**src/rtl/speck_key_expander_pkg.sv**
```systemverilog
// Shared definitions for the SPECK key-schedule engine: state encoding,
// per-configuration constants and width-generic rotate helpers.
package speck_pkg;

    typedef enum logic [1:0] {
        ST_IDLE   = 2'b00,
        ST_EXPAND = 2'b01,
        ST_STREAM = 2'b10
    } state_t;

    // Rotation amounts: the 16-bit variant uses (7,2), all wider ones (8,3).
    function automatic int alpha_of(input int n);
        return (n == 32'sd16) ? 32'sd7 : 32'sd8;
    endfunction

    function automatic int beta_of(input int n);
        return (n == 32'sd16) ? 32'sd2 : 32'sd3;
    endfunction

    // Round count from the SPECK parameter table; 0 flags an illegal (n, m).
    function automatic int rounds_of(input int n, input int m);
        case (n)
            32'sd16: return (m == 32'sd4) ? 32'sd22 : 32'sd0;
            32'sd24: return (m == 32'sd3) ? 32'sd22 : (m == 32'sd4) ? 32'sd23 : 32'sd0;
            32'sd32: return (m == 32'sd3) ? 32'sd26 : (m == 32'sd4) ? 32'sd27 : 32'sd0;
            32'sd48: return (m == 32'sd2) ? 32'sd28 : (m == 32'sd3) ? 32'sd29 : 32'sd0;
            32'sd64: return (m == 32'sd2) ? 32'sd32 : (m == 32'sd3) ? 32'sd33 :
                            (m == 32'sd4) ? 32'sd34 : 32'sd0;
            default: return 32'sd0;
        endcase
    endfunction

    // Ones in the low n bits of a 64-bit container.
    function automatic logic [63:0] width_mask(input int n);
        return (n >= 32'sd64) ? {64{1'b1}} : ((64'd1 << n) - 64'd1);
    endfunction

    // Rotate right by r within an n-bit word held in the low bits of x.
    function automatic logic [63:0] ror_w(input logic [63:0] x, input int r, input int n);
        return ((x >> r) | (x << (n - r))) & width_mask(n);
    endfunction

    // Rotate left by r within an n-bit word held in the low bits of x.
    function automatic logic [63:0] rol_w(input logic [63:0] x, input int r, input int n);
        return ((x << r) | (x >> (n - r))) & width_mask(n);
    endfunction

endpackage

```
**src/rtl/speck_key_expander_if.sv**
```systemverilog
// Round-key stream from the key expander to the round datapath.
interface speck_key_expander_if #(
    parameter int WORD_W = 64,
    parameter int IDX_W  = 5
);
    logic              rk_valid;
    logic              rk_ready;
    logic [WORD_W-1:0] rk_data;
    logic [IDX_W-1:0]  rk_index;

    modport master (output rk_valid, output rk_data, output rk_index, input rk_ready);
    modport slave  (input rk_valid, input rk_data, input rk_index, output rk_ready);
endinterface

```
**src/rtl/speck_ks_round.sv**
```systemverilog
// One SPECK key-schedule iteration (k, l0, i) -> (k_next, l_new).
// Purely combinational so the round-function datapath can reuse it.
module speck_ks_round
    import speck_pkg::*;
#(
    parameter int WORD_W = 64,
    parameter int IDX_W  = 5,
    parameter int ALPHA  = 8,
    parameter int BETA   = 3
) (
    input  logic [WORD_W-1:0] k,
    input  logic [WORD_W-1:0] l0,
    input  logic [IDX_W-1:0]  i,
    output logic [WORD_W-1:0] k_next,
    output logic [WORD_W-1:0] l_new
);
    logic [WORD_W-1:0] l0_ror_s;
    logic [WORD_W-1:0] k_rol_s;

    assign l0_ror_s = WORD_W'(ror_w(64'(l0), ALPHA, WORD_W));
    assign k_rol_s  = WORD_W'(rol_w(64'(k), BETA, WORD_W));
    // Addition wraps mod 2^WORD_W; the round counter is zero-extended.
    assign l_new    = (k + l0_ror_s) ^ WORD_W'(i);
    assign k_next   = k_rol_s ^ l_new;
endmodule

```
**src/rtl/speck_key_expander.sv**
```systemverilog
// SPECK key-schedule engine: latches a master key, expands it into a
// round-key buffer (one key per cycle), then streams the keys out.
// Optional macro SPECK_KS_DECRYPT_EN enables descending (decrypt) readout;
// without it, mode is ignored and readout is always ascending.
module speck_key_expander
    import speck_pkg::*;
#(
    parameter int WORD_W    = 64,
    parameter int KEY_WORDS = 2,
    parameter int ROUNDS    = 32
) (
    input  logic                        clk,
    input  logic                        rst,
    input  logic                        signal_start,
    input  logic                        mode,
    input  logic [KEY_WORDS*WORD_W-1:0] key,
    output logic                        busy,
    speck_key_expander_if.master        rk,
    output logic                        finished,
    output logic [1:0]                  state_response
);
    localparam int ALPHA = alpha_of(WORD_W);
    localparam int BETA  = beta_of(WORD_W);
    localparam int IDX_W = $clog2(ROUNDS);
    localparam logic [IDX_W-1:0] LAST_IDX = IDX_W'(ROUNDS - 1);
    localparam logic [IDX_W-1:0] ZERO_IDX = {IDX_W{1'b0}};

    state_t            state_r;
    logic [WORD_W-1:0] k_r;
    logic [WORD_W-1:0] l_r [KEY_WORDS-1];
    logic [IDX_W-1:0]  i_r;
    logic [IDX_W-1:0]  ptr_r;
    logic [IDX_W-1:0]  ptr_next_s;
    logic              last_key_s;
    logic [WORD_W-1:0] buffer_r [ROUNDS];
    logic              busy_r;
    logic              rk_valid_r;
    logic              finished_r;
    logic [WORD_W-1:0] rk_data_r;
    logic [IDX_W-1:0]  rk_index_r;
    logic [WORD_W-1:0] k_next_s;
    logic [WORD_W-1:0] l_new_s;
`ifdef SPECK_KS_DECRYPT_EN
    logic              mode_r;
`else
    logic              unused_mode_s;
    assign unused_mode_s = mode;
`endif

    speck_ks_round #(
        .WORD_W(WORD_W),
        .IDX_W (IDX_W),
        .ALPHA (ALPHA),
        .BETA  (BETA)
    ) u_round (
        .k     (k_r),
        .l0    (l_r[0]),
        .i     (i_r),
        .k_next(k_next_s),
        .l_new (l_new_s)
    );

    // Next read pointer and last-key detection for the latched readout order
    always_comb begin
        ptr_next_s = ptr_r + IDX_W'(1);
        last_key_s = (ptr_r == LAST_IDX);
`ifdef SPECK_KS_DECRYPT_EN
        if (mode_r) begin
            ptr_next_s = ptr_r - IDX_W'(1);
            last_key_s = (ptr_r == ZERO_IDX);
        end else begin
            ptr_next_s = ptr_r + IDX_W'(1);
            last_key_s = (ptr_r == LAST_IDX);
        end
`endif
    end

    // Round-key buffer write port; contents need no reset since an abort discards them
    always_ff @(posedge clk) begin
        if (state_r == ST_EXPAND) begin
            buffer_r[i_r] <= k_r;
        end
    end

    // Control FSM: key latch, expansion iterations and handshake-driven readout
    always_ff @(posedge clk) begin
        if (rst) begin
            state_r    <= ST_IDLE;
            k_r        <= {WORD_W{1'b0}};
            for (int j = 0; j < KEY_WORDS - 1; j++) begin
                l_r[j] <= {WORD_W{1'b0}};
            end
            i_r        <= ZERO_IDX;
            ptr_r      <= ZERO_IDX;
            busy_r     <= 1'b0;
            rk_valid_r <= 1'b0;
            finished_r <= 1'b0;
            rk_data_r  <= {WORD_W{1'b0}};
            rk_index_r <= ZERO_IDX;
`ifdef SPECK_KS_DECRYPT_EN
            mode_r     <= 1'b0;
`endif
        end else begin
            finished_r <= 1'b0;
            case (state_r)
                ST_IDLE: begin
                    // A start coinciding with the finished pulse is dropped.
                    if (signal_start && !finished_r) begin
                        k_r <= key[WORD_W-1:0];
                        for (int j = 0; j < KEY_WORDS - 1; j++) begin
                            l_r[j] <= key[(j+1)*WORD_W +: WORD_W];
                        end
                        i_r     <= ZERO_IDX;
`ifdef SPECK_KS_DECRYPT_EN
                        mode_r  <= mode;
                        ptr_r   <= mode ? LAST_IDX : ZERO_IDX;
`else
                        ptr_r   <= ZERO_IDX;
`endif
                        busy_r  <= 1'b1;
                        state_r <= ST_EXPAND;
                    end
                end
                ST_EXPAND: begin
                    // The final iteration only stores k; nothing further is needed.
                    if (i_r == LAST_IDX) begin
                        state_r <= ST_STREAM;
                    end else begin
                        k_r <= k_next_s;
                        for (int j = 0; j < KEY_WORDS - 2; j++) begin
                            l_r[j] <= l_r[j+1];
                        end
                        l_r[KEY_WORDS-2] <= l_new_s;
                        i_r <= i_r + IDX_W'(1);
                    end
                end
                ST_STREAM: begin
                    if (!rk_valid_r) begin
                        // First cycle of the stream: present the starting key.
                        rk_valid_r <= 1'b1;
                        rk_data_r  <= buffer_r[ptr_r];
                        rk_index_r <= ptr_r;
                    end else if (rk.rk_ready) begin
                        if (last_key_s) begin
                            rk_valid_r <= 1'b0;
                            finished_r <= 1'b1;
                            busy_r     <= 1'b0;
                            state_r    <= ST_IDLE;
                        end else begin
                            ptr_r      <= ptr_next_s;
                            rk_data_r  <= buffer_r[ptr_next_s];
                            rk_index_r <= ptr_next_s;
                        end
                    end
                end
                default: begin
                    state_r    <= ST_IDLE;
                    busy_r     <= 1'b0;
                    rk_valid_r <= 1'b0;
                end
            endcase
        end
    end

    assign busy           = busy_r;
    assign finished       = finished_r;
    assign state_response = state_r;
    assign rk.rk_valid    = rk_valid_r;
    assign rk.rk_data     = rk_data_r;
    assign rk.rk_index    = rk_index_r;
endmodule
```
**src/flat_wrapper.sv**
```systemverilog
// flat-port wrapper written by rule: the top's interface ports become plain ports
module speck_key_expander_flat import speck_pkg::*;
#(
    parameter int WORD_W    = 64,
    parameter int KEY_WORDS = 2,
    parameter int ROUNDS    = 32
)
  (clk, rst, signal_start, mode, key, busy, finished, state_response, rk_rk_valid, rk_rk_data, rk_rk_index, rk_rk_ready);
  speck_key_expander_if #(.WORD_W(WORD_W)) rk_i ();
  input  logic clk;
  input  logic rst;
  input  logic signal_start;
  input  logic mode;
  input  logic [KEY_WORDS*WORD_W-1:0] key;
  output logic busy;
  output logic finished;
  output logic [1:0] state_response;
  output wire logic [$bits(rk_i.rk_valid)-1:0] rk_rk_valid;
  output wire logic [$bits(rk_i.rk_data)-1:0] rk_rk_data;
  output wire logic [$bits(rk_i.rk_index)-1:0] rk_rk_index;
  input wire logic [$bits(rk_i.rk_ready)-1:0] rk_rk_ready;
  assign rk_rk_valid = rk_i.rk_valid;
  assign rk_rk_data = rk_i.rk_data;
  assign rk_rk_index = rk_i.rk_index;
  assign rk_i.rk_ready = rk_rk_ready;
  speck_key_expander #(.WORD_W(WORD_W), .KEY_WORDS(KEY_WORDS), .ROUNDS(ROUNDS)) u_core (.clk(clk), .rst(rst), .signal_start(signal_start), .mode(mode), .key(key), .busy(busy), .rk(rk_i), .finished(finished), .state_response(state_response));
endmodule
```
**config.mk**
```make
export PLATFORM = sky130hd
export DESIGN_NAME = speck_key_expander_flat
export DESIGN_NICKNAME = d
export VERILOG_FILES = /design/src/rtl/speck_key_expander_pkg.sv /design/src/rtl/speck_key_expander_if.sv /design/src/rtl/speck_ks_round.sv /design/src/rtl/speck_key_expander.sv /design/src/flat_wrapper.sv
export SDC_FILE = /design/constraint.sdc
export NUM_CORES = 2
export LEC_CHECK = 0
export CORE_MARGIN = 2
export CORE_UTILIZATION = 63
export CTS_CLUSTER_SIZE = 10
export DETAILED_ROUTE_END_ITERATION = 10
export PLACE_DENSITY = 0.78
export SKIP_CTS_REPAIR_TIMING = 1
export SLEW_MARGIN = 25
export SYNTH_ARGS = -nofsm -noshare
export SYNTH_HDL_FRONTEND = slang
export SYNTH_HIERARCHICAL = 1
export SYNTH_SLANG_ARGS = --single-unit
```
**constraint.sdc**
```tcl
create_clock -name clk -period 6.2 [get_ports clk]
set_clock_uncertainty 0.15 [all_clocks]
set_input_delay 0.93 -clock clk [delete_from_list [all_inputs] [get_ports clk]]
set_output_delay 0.93 -clock clk [all_outputs]
set_load 0.1 [all_outputs]
```
==> summary.md <==
| Metric | Value |
|---|---|
| Crit Path Max Fanout | `35` |
| Row count | `151` |
| DP Cell Count | `8,491` |
| Vias | `68,875` |
| Core box area | `170,000 um2` |
| Mux cell area share after synthesis | `22.7%` |
| Psw | `7670 uW` |
| Area Growth Syn to Fin | `12.0%` |
| Simple-gate share of the synthesized area | `4.34%` |
| Hold_sp | `u_core/rk.rk_index[1]` |
| Max stage delay on crit path | `1.11 ns` |
| Layout cell share with drive strength beyond 1 | `22.5%` |
| Initial Utilization | `63.5%` |
| Post-synthesis compound-gate area fraction | `6.73%` |
| Startpoint types | `flip-flop` |
| Period utilization | `76.7%` |
| Port bufs | `205` |
| Unrepaired setup endpoints after global routing | `no` |
| Die height | `417 um` |
| Critical path class | `reg2reg` |
| Iteration-0 DRC Markers | `12,088` |
| Xor and xnor fraction of the mapped netlist area | `1.25%` |
| H-tree depth | `5` |
| Global-route wire length before repair | `473,000 um` |
| Worst EP arrival | `5.40 ns` |
| Die area | `174,000 um2` |
| Slowest CP cell | `o21ai_4` |
| Post-synthesis adder-cell area fraction | `0.844%` |
| Switching Fraction | `22.4%` |
| Critical Path Sink Type | `flip-flop` |
| Post-Syn Nets | `6,583` |
| P per Cell Area | `283 nW/um2` |
| Clock network power share | `42.6%` |
| CP Launch Point | `u_core/ptr_r[0]` |
| Layout Nets | `6,763` |
| Main combinational cell family by area after synthesis | `multiplexers` |
| Avg Inst Size Synth | `16.9 um2` |
| Vias in the first global route | `68,643` |
| FMAX | `210 MHz` |
| Synthesized instance count | `6,378` |
| Routed length per placed instance | `37.1 um` |
| Final WL | `333,000 um` |
| CTS tree | `yes` |
| Worst-path clk slew | `0.06 ns` |
| Synth cell types | `94` |
| Max IR drop VDD | `289 uV` |
| Final GP Congestion | `0.913` |
| Fraction of registers with async set/reset | `0%` |
| Final max-slew violation count | `0` |
| Yosys warning total | `6` |
| Number of flops mapped to enable cells by yosys | `2,112` |
| Antenna violations before repair | `11` |
| Die width | `417 um` |
| Met2 Track Usage GR | `57.9%` |
| Hold crit path type | `reg2reg` |
| Setup Viol. Count Final | `0` |
| Drt drc | `0` |
| GRT met3 Usage | `11.6%` |
| Pin count of the biggest net entering global routing | `141` |
| Cell Int Power | `26,500 uW` |
| Outcome | `finished clean` |
| Sequential share of power | `50.6%` |
| Reg2reg start | `u_core/ptr_r[0]` |
| DP HPWL | `182,000 um` |
| Maxcap violations | `0` |
| Most used DFF post-synth | `edfxtp_1` |
| Root buffer cell | `clkbuf_16` |
| Delay-heaviest family, CP | `compound AO/OA/AOI/OAI gates` |
| Comb pwr share | `6.8%` |
| Global route hottest layer | `met2` |
| Non-Filler Instances | `8,958` |
| Mapped Area | `108,000 um2` |
| Cts bufs inserted | `279` |
| Max Root-Sink Buffers | `4` |
| Min Tclk post-route | `4.75 ns` |
| Tightest Pin Transition | `1.19 ns` |
| Crit-path cells | `ha_4 -> and3_1 -> ha_1 -> nand2_4 -> o21ai_4 -> o221ai_1 -> a41oi_1` |
| # IOs | `207` |
| Area contributors post-synth | `edfxtp_1, mux4_2, mux2i_1` |
| Yosys reg bits | `2,265` |
| TritonRoute pass-1 iters | `6` |
| Post-synth top area cell | `edfxtp_1` |
| M1 GR Usage | `50.3%` |
| Data required time of the critical path | `6.85 ns` |
| Final hold violation count | `0` |
| Gr usage total | `38.1%` |
| Sequential share of the synthesized area | `61.7%` |
| WP buf/inv | `0` |
| Drt via density | `7.69` |
| GRT overflow | `0` |
| Clock latency on the worst-skew pair | `0.94 ns` |
| Top cell type's share of synthesized area | `58.9%` |
| Pleak | `0.0372 uW` |
| Max_slew headroom | `20.0%` |
| Post-route ant nets | `0` |
| CTS sink cnt | `2,265` |
| Final setup TNS | `0 ns` |
[placed cells by master (no fill, tap or decap), types with 46 or more instances in the layout]
cell type,n
clkdlybuf4s50_1,202
a22oi_1,216
clkbuf_16,285
mux2i_1,456
edfxtp_1,2112
mux4_2,864
a311oi_1,100
xor2_1,83
nor2_1,184
nor3_1,118
dfxtp_1,145
clkbuf_1,159
ha_1,70
o22ai_1,53
nand2_1,458
a22o_1,70
a21oi_1,134
buf_4,160
xnor2_1,46
[metal layers]
metal	part of all wire, %	up-vias	wire (um)
met5	0.037	-	122
met4	6.2	12	20600
met3	15	1248	51400
met2	46	6110	152000
met1	33	34574	109000
li1	-	26931	-
[final timing paths]
kind         cells past startpoint                    end  slack [ns]
max                              7  u_core/rk.rk_data[23]        1.45
min                              2  u_core/rk.rk_index[1]        0.36
max reg2reg                      7  u_core/rk.rk_data[23]        1.45
min reg2reg                      2  u_core/rk.rk_index[1]        0.36
[synth_stat cells, types with 53 or more instances]
cell	number
buf_2	178
a311oi_1	100
dfxtp_1	153
mux4_2	864
nor2_1	224
clkbuf_1	235
a22o_1	70
a21oi_1	135
edfxtp_1	2112
xor2_1	84
a22oi_1	216
mux2i_1	456
nand2_1	459
ha_1	71
o22ai_1	53
nor3_1	119
[worst min-delay path: stages, from the launching register on]
cell,delay [ns]
dfxtp_1,0.31
nor2_1,0.10
a211oi_1,0.05
[area by class of cell]
cell class / count / area [um2]
Fill cell: 10147 / 49100
Tap cell: 2218 / 2780
Multi-Input combinational cell: 3572 / 39200
Clock inverter: 9 / 108
Clock buffer: 448 / 7780
Timing Repair Buffer: 408 / 4110
Inverter: 32 / 121
Sequential cell: 2265 / 66500
Antenna cell: 6 / 15.0
[metrics by stage]
step                instance area (um2)  utilization (%)  setup slack, ns  hold WS (ns)  power [uW]
finish                           121000             71.1             1.45         0.356       34200
floorplan                        108000                -            0.759         0.355       19000
detailed placement               113000             66.4             1.83         0.343       19800
global route                     121000             71.1             1.52         0.373       34900
CTS                              120000             71.0             1.69         0.354       34100
global placement                 113000             66.3             1.79         0.344       19800
[power by group through the flow]
stage	combinational (uW)	sequential [uW]	clock [uW]
2_1_floorplan	1130	17800	0
3_3_place_gp	2190	17600	0
3_5_place_dp	2240	17600	0
4_1_cts	2250	17300	14600
5_1_grt	2460	17300	15200
6_report	2330	17300	14600
[state kept, by name (all words and copies together) (netlist names), named ones only]
register / flops
u_core/k_r: 64
u_core/i_r: 5
u_core/rk.rk_index: 5
u_core/buffer_r: 2048
u_core/state_response: 2
u_core/rk.rk_data: 64
u_core/finished: 1
u_core/l_r: 64
u_core/rk.rk_valid: 1
u_core/ptr_r: 5
u_core/busy: 1
[kinds of logic after synthesis]
family | count (synthesis)
flip-flops | 2265
multiplexers | 1359
AND/OR/NAND/NOR | 1034
AO/OA/AOI/OAI | 966
buffers and inverters | 541
XOR/XNOR | 141
adder cells (fa/ha/maj) | 72
Power figures use the tool's default switching activity.
